===== config.mk =====
export PLATFORM = sky130hd
export DESIGN_NAME = shift_arbiter_flat
export DESIGN_NICKNAME = d
export VERILOG_FILES = /design/src/rtl/shift_arbiter_if.sv /design/src/rtl/shift_arbiter.sv /design/src/flat_wrapper.sv
export SDC_FILE = /design/constraint.sdc
export NUM_CORES = 1
export LEC_CHECK = 0
export CAP_MARGIN = 15
export CORE_MARGIN = 1.5
export CORE_UTILIZATION = 60
export DETAILED_ROUTE_END_ITERATION = 10
export PLACE_DENSITY_LB_ADDON = 0.1
export RECOVER_POWER = 100
export REMOVE_ABC_BUFFERS = 1
export SYNTH_ARGS = -nofsm -noshare
export SYNTH_HDL_FRONTEND = slang
export SYNTH_SLANG_ARGS = --single-unit

===== constraint.sdc =====
create_clock -name clk -period 6.1 [get_ports clk]
set_clock_uncertainty 0.2 [all_clocks]
set_input_delay 1.22 -clock clk [delete_from_list [all_inputs] [get_ports clk]]
set_output_delay 1.22 -clock clk [all_outputs]
set_load 0.005 [all_outputs]

===== src/rtl/shift_arbiter_if.sv =====
// shift_arbiter_if: request/response bundle for the shared barrel shifter.
// Ports (slave = arbiter view):
//   req0_* / req1_*  valid, data[31:0], amt[4:0], type[1:0], tag[TAG_W-1:0] in; ready out
//   rsp_*            valid, data[31:0], port, tag out; ready in
interface shift_arbiter_if #(
    parameter int TAG_W = 4
);
    logic             req0_valid;
    logic             req0_ready;
    logic [31:0]      req0_data;
    logic [4:0]       req0_amt;
    logic [1:0]       req0_type;
    logic [TAG_W-1:0] req0_tag;
    logic             req1_valid;
    logic             req1_ready;
    logic [31:0]      req1_data;
    logic [4:0]       req1_amt;
    logic [1:0]       req1_type;
    logic [TAG_W-1:0] req1_tag;
    logic             rsp_valid;
    logic             rsp_ready;
    logic [31:0]      rsp_data;
    logic             rsp_port;
    logic [TAG_W-1:0] rsp_tag;

    modport slave (
        input  req0_valid, req0_data, req0_amt, req0_type, req0_tag,
        input  req1_valid, req1_data, req1_amt, req1_type, req1_tag,
        input  rsp_ready,
        output req0_ready, req1_ready, rsp_valid, rsp_data, rsp_port, rsp_tag
    );

    modport master (
        output req0_valid, req0_data, req0_amt, req0_type, req0_tag,
        output req1_valid, req1_data, req1_amt, req1_type, req1_tag,
        output rsp_ready,
        input  req0_ready, req1_ready, rsp_valid, rsp_data, rsp_port, rsp_tag
    );
endinterface


===== src/rtl/shift_arbiter.sv =====
// shift_arbiter: round-robin sharing of one 32-bit barrel shifter between two requesters.
// Ports:
//   clk, rst             clock, asynchronous active-high reset
//   flush                drops the held result and blocks grants for the cycle
//   bus (slave)          two request channels and one registered response channel
//   perf_cnt0/perf_cnt1  saturating per-port grant counters
module shift_arbiter #(
    parameter int TAG_W = 4
) (
    input  logic                 clk,
    input  logic                 rst,
    input  logic                 flush,
    shift_arbiter_if.slave       bus,
    output logic [15:0]          perf_cnt0,
    output logic [15:0]          perf_cnt1
);
    logic             rr;
    logic             rv;
    logic [31:0]      rd;
    logic             rp;
    logic [TAG_W-1:0] rt;
    logic [15:0]      cnt0;
    logic [15:0]      cnt1;
    logic             acc;
    logic             g0;
    logic             g1;
    logic [31:0]      d;
    logic [4:0]       a;
    logic [1:0]       t;
    logic [TAG_W-1:0] tg;
    logic [31:0]      sra;
    logic [31:0]      res;

    // rst gates acceptance so readies drop while reset is held
    assign acc = (!rv | bus.rsp_ready) & !flush & !rst;
    assign g0  = acc & bus.req0_valid & (!bus.req1_valid | !rr);
    assign g1  = acc & bus.req1_valid & (!bus.req0_valid | rr);

    assign d  = g1 ? bus.req1_data : bus.req0_data;
    assign a  = g1 ? bus.req1_amt  : bus.req0_amt;
    assign t  = g1 ? bus.req1_type : bus.req0_type;
    assign tg = g1 ? bus.req1_tag  : bus.req0_tag;

    // kept as its own assignment so the unsigned mux below cannot strip the sign
    assign sra = $signed(d) >>> a;
    assign res = t == 2'b00 ? d << a : t == 2'b01 ? d >> a : sra;

    always_ff @(posedge clk or posedge rst) begin
        if (rst) begin
            rr   <= 1'b0;
            rv   <= 1'b0;
            rd   <= '0;
            rp   <= 1'b0;
            rt   <= '0;
            cnt0 <= '0;
            cnt1 <= '0;
        end else begin
            if (g0 | g1) begin
                rv <= 1'b1;
                rd <= res;
                rp <= g1;
                rt <= tg;
                rr <= ~g1;
            end else if (flush | bus.rsp_ready) begin
                rv <= 1'b0;
            end
            if (g0 && cnt0 != 16'hFFFF) cnt0 <= cnt0 + 16'd1;
            if (g1 && cnt1 != 16'hFFFF) cnt1 <= cnt1 + 16'd1;
        end
    end

    assign bus.req0_ready = g0;
    assign bus.req1_ready = g1;
    assign bus.rsp_valid  = rv;
    assign bus.rsp_data   = rd;
    assign bus.rsp_port   = rp;
    assign bus.rsp_tag    = rt;
    assign perf_cnt0      = cnt0;
    assign perf_cnt1      = cnt1;
endmodule


===== src/flat_wrapper.sv =====
// flat-port wrapper written by rule: the top's interface ports become plain ports
module shift_arbiter_flat 
#(
    parameter int TAG_W = 4
)
  (clk, rst, flush, perf_cnt0, perf_cnt1, bus_req0_valid, bus_req0_data, bus_req0_amt, bus_req0_type, bus_req0_tag, bus_req1_valid, bus_req1_data, bus_req1_amt, bus_req1_type, bus_req1_tag, bus_rsp_ready, bus_req0_ready, bus_req1_ready, bus_rsp_valid, bus_rsp_data, bus_rsp_port, bus_rsp_tag);
  shift_arbiter_if #(.TAG_W(TAG_W)) bus_i ();
  input  logic clk;
  input  logic rst;
  input  logic flush;
  output logic [15:0] perf_cnt0;
  output logic [15:0] perf_cnt1;
  input wire logic [$bits(bus_i.req0_valid)-1:0] bus_req0_valid;
  input wire logic [$bits(bus_i.req0_data)-1:0] bus_req0_data;
  input wire logic [$bits(bus_i.req0_amt)-1:0] bus_req0_amt;
  input wire logic [$bits(bus_i.req0_type)-1:0] bus_req0_type;
  input wire logic [$bits(bus_i.req0_tag)-1:0] bus_req0_tag;
  input wire logic [$bits(bus_i.req1_valid)-1:0] bus_req1_valid;
  input wire logic [$bits(bus_i.req1_data)-1:0] bus_req1_data;
  input wire logic [$bits(bus_i.req1_amt)-1:0] bus_req1_amt;
  input wire logic [$bits(bus_i.req1_type)-1:0] bus_req1_type;
  input wire logic [$bits(bus_i.req1_tag)-1:0] bus_req1_tag;
  input wire logic [$bits(bus_i.rsp_ready)-1:0] bus_rsp_ready;
  output wire logic [$bits(bus_i.req0_ready)-1:0] bus_req0_ready;
  output wire logic [$bits(bus_i.req1_ready)-1:0] bus_req1_ready;
  output wire logic [$bits(bus_i.rsp_valid)-1:0] bus_rsp_valid;
  output wire logic [$bits(bus_i.rsp_data)-1:0] bus_rsp_data;
  output wire logic [$bits(bus_i.rsp_port)-1:0] bus_rsp_port;
  output wire logic [$bits(bus_i.rsp_tag)-1:0] bus_rsp_tag;
  assign bus_i.req0_valid = bus_req0_valid;
  assign bus_i.req0_data = bus_req0_data;
  assign bus_i.req0_amt = bus_req0_amt;
  assign bus_i.req0_type = bus_req0_type;
  assign bus_i.req0_tag = bus_req0_tag;
  assign bus_i.req1_valid = bus_req1_valid;
  assign bus_i.req1_data = bus_req1_data;
  assign bus_i.req1_amt = bus_req1_amt;
  assign bus_i.req1_type = bus_req1_type;
  assign bus_i.req1_tag = bus_req1_tag;
  assign bus_i.rsp_ready = bus_rsp_ready;
  assign bus_req0_ready = bus_i.req0_ready;
  assign bus_req1_ready = bus_i.req1_ready;
  assign bus_rsp_valid = bus_i.rsp_valid;
  assign bus_rsp_data = bus_i.rsp_data;
  assign bus_rsp_port = bus_i.rsp_port;
  assign bus_rsp_tag = bus_i.rsp_tag;
  shift_arbiter #(.TAG_W(TAG_W)) u_core (.clk(clk), .rst(rst), .flush(flush), .bus(bus_i), .perf_cnt0(perf_cnt0), .perf_cnt1(perf_cnt1));
endmodule

==> out/metrics.yaml <==
global_routing:
  antenna_found_initial: 0
  use_met1: 0.631
  grt_max_degree: 71
  gr-max-usage-layer: "met2"
  use_met3: 0.0973
  grtUsageMet2: 0.676
  grt_util_all_layers: 0.458
  grt_pass1_wl_um: 62500
  grt_pass1_vias: 10600
  overflow: 0
sta:
  rsz0062_at_grt: "false"
  final-hold-violation-count: 0
  finalCriticalPeriod_ns: 5.16
  worstMarginPinSlew_ns: 2.32
  period_share: 0.846
  max_slew_margin: -0.545
  clock.fmax_ghz: 0.194
  setup_viol: 0
  fin_hold_ws_ns: 0.269
  setup_tns_ns: 0
  drv_slew: 41
synthesis:
  seq_area_frac_synth: 0.178
  async_flop_share: 1.00
  synthCells: 1199
  synth.distinct_cells: 83
  synth_area_per_cell_um2: 8.32
  synthesis.area_um2: 9980
  synth-edff-count: 0
  yosys_warnings: 0
  ys_ff_latch: 71
  synthFlopType: "dfrtp_1"
worst_setup_path:
  crit_fanout: 58
  critPathArrivalTime_ns: 3.74
  worst_setup_path_start_kind: "input port"
  worstPathRequired_ns: 4.68
  endpoint_kind: "output pin"
  crit_type: "input port to output pin"
placement:
  numPortBuffers: 163
  gp_congestion: 1.07
  hpwl_um: 30500
power_and_ir_drop:
  p_leak_nw: 4.86
  cellPowerDensity_nw_per_um2: 193
  vdd_drop_max_mv: 0.206
layout:
  nNetsFinal: 1393
  final_layout_size_suffix_gt1_frac: 0.129
  area_delta_synth_final_pct: 18.8
  mostFrequentLayoutCell: "mux2i_1"
  final_cell_mix: "mux2i_1, nor2_1, nand2_1"
  antenna_cells: 0
cts:
  cts_sinks: 71
  cts_setup_buffers: 0
  cts_tree: "done"
  cts_resized: 0
  htree_levels: 3
  clock_path_buffers: 2
  path_clk_slew_ns: 0.06
  numCtsBuffers: 9
  cts_root_buffer: "clkbuf_16"
  hold_buffers: 0
  clk_latency_ns: 0.34
routing:
  ant_nets: 0
  dr.pass1.iters: 9
  wl_per_cell_um: 26.9
  finalWirelength_um: 40800
  drt_iter0_drc: 2023
  drcViolationCount: 0
  via_per_inst: 7.56
  num_vias: 11500
job:
  cap_violations: 1
die:
  die_y_um: 132
  io-pin-count: 164
  die_w_um: 132
  core_area_um2: 16100
  core.rowCount: 46
  design.die.area_um2: 17400
  initial_utilization: 0.621
status:
  violations: "capacitance limit, slew limit"
  outcome: "complete, but fails checks"
worst_hold_path:
  hp-class: "flip-flop to flip-flop"
[registers in the layout, summed over array words and instances (netlist names)]
| signal | count |
|---|---|
| u_core.bus.rsp_data | 32 |
| u_core.perf_cnt0 | 16 |
| u_core.perf_cnt1 | 16 |
| u_core.bus.rsp_tag | 4 |
| u_core.bus.rsp_port | 1 |
| u_core.bus.rsp_valid | 1 |
| u_core.rr | 1 |
[through the flow]
stage / total power, mW / std cells / worst slack, ns / area (µm²) / utilization
floorplan: 1.17 / 1094 / 0.131 / 9430 / -
global placement: 1.70 / 1504 / 1.25 / 11600 / 0.720
detailed placement: 1.73 / 1504 / 1.20 / 11600 / 0.720
CTS: 2.28 / 1520 / 1.22 / 11900 / 0.739
global route: 2.37 / 1520 / 0.677 / 11900 / 0.738
finish: 2.29 / 1520 / 0.937 / 11900 / 0.738
[synthesized netlist by cell type (all sizes together), types with 11 or more instances]
cell / count / area share
a211oi: 19 / 0.015
a21oi: 66 / 0.033
a221oi: 11 / 0.0097
a31oi: 15 / 0.0094
and3: 14 / 0.0088
buf: 77 / 0.045
clkbuf: 28 / 0.011
dfrtp: 71 / 0.18
inv: 16 / 0.0063
mux2: 67 / 0.076
mux2i: 182 / 0.19
mux4: 31 / 0.070
nand2: 110 / 0.042
nand2b: 11 / 0.0069
nand3: 39 / 0.020
nand4: 18 / 0.013
nor2: 115 / 0.044
nor3: 37 / 0.019
o211ai: 11 / 0.0083
o21ai: 55 / 0.028
o221ai: 13 / 0.011
o22ai: 18 / 0.011
o32a: 13 / 0.013
xnor2: 21 / 0.018
[kinds of logic after synthesis]
| logic type | count (synthesis) | share of synthesized area |
|---|---|---|
| buffers and inverters | 121 | 0.0616 |
| multiplexers | 280 | 0.331 |
| flip-flops | 71 | 0.178 |
| AO/OA/AOI/OAI | 309 | 0.219 |
| XOR/XNOR | 28 | 0.0246 |
| adder cells (fa/ha/maj) | 2 | 0.00251 |
| AND/OR/NAND/NOR | 388 | 0.183 |
[where the power goes]
part           internal [mW]  switching, mW
sequential             0.560         0.0893
combinational          0.476          0.608
clock                  0.330          0.224
total                   1.37          0.922
[cell type report]
class,instances,area (µm²)
Fill cell,1187,4210
Sequential cell,71,1780
Multi-Input combinational cell,1007,7590
Tap cell,216,270
Clock buffer,10,239
Clock inverter,6,68.8
Inverter,16,62.6
Timing Repair Buffer,194,1840
[routing by layer]
metal,part of all wire,vias up
li1,-,4829
met1,0.38,5354
met2,0.42,1060
met3,0.14,243
met4,0.064,0
met5,0,-
[critical path: stages]
cell and delay (ns):
dlygate4sd3_1 0.58, nor2_1 0.34, nand4_4 0.26, inv_4 0.62
dlygate4sd3_1 0.67
[final timing paths]
kind                                      from                      end  slack [ns]  cells after the start
max reg2reg                          u_core.rr  u_core.bus.rsp_data[25]        2.21                     10
max in group asynchronous                  rst   u_core.bus.rsp_data[0]        1.24                      3
min reg2reg                u_core.bus.rsp_port      u_core.bus.rsp_port        0.27                      2
max                                        rst           bus_req1_ready        0.94                      5
min                        u_core.bus.rsp_port      u_core.bus.rsp_port        0.27                      2
min in group asynchronous                  rst  u_core.bus.rsp_data[11]        1.62                      2
Power figures use the tool's default switching activity.
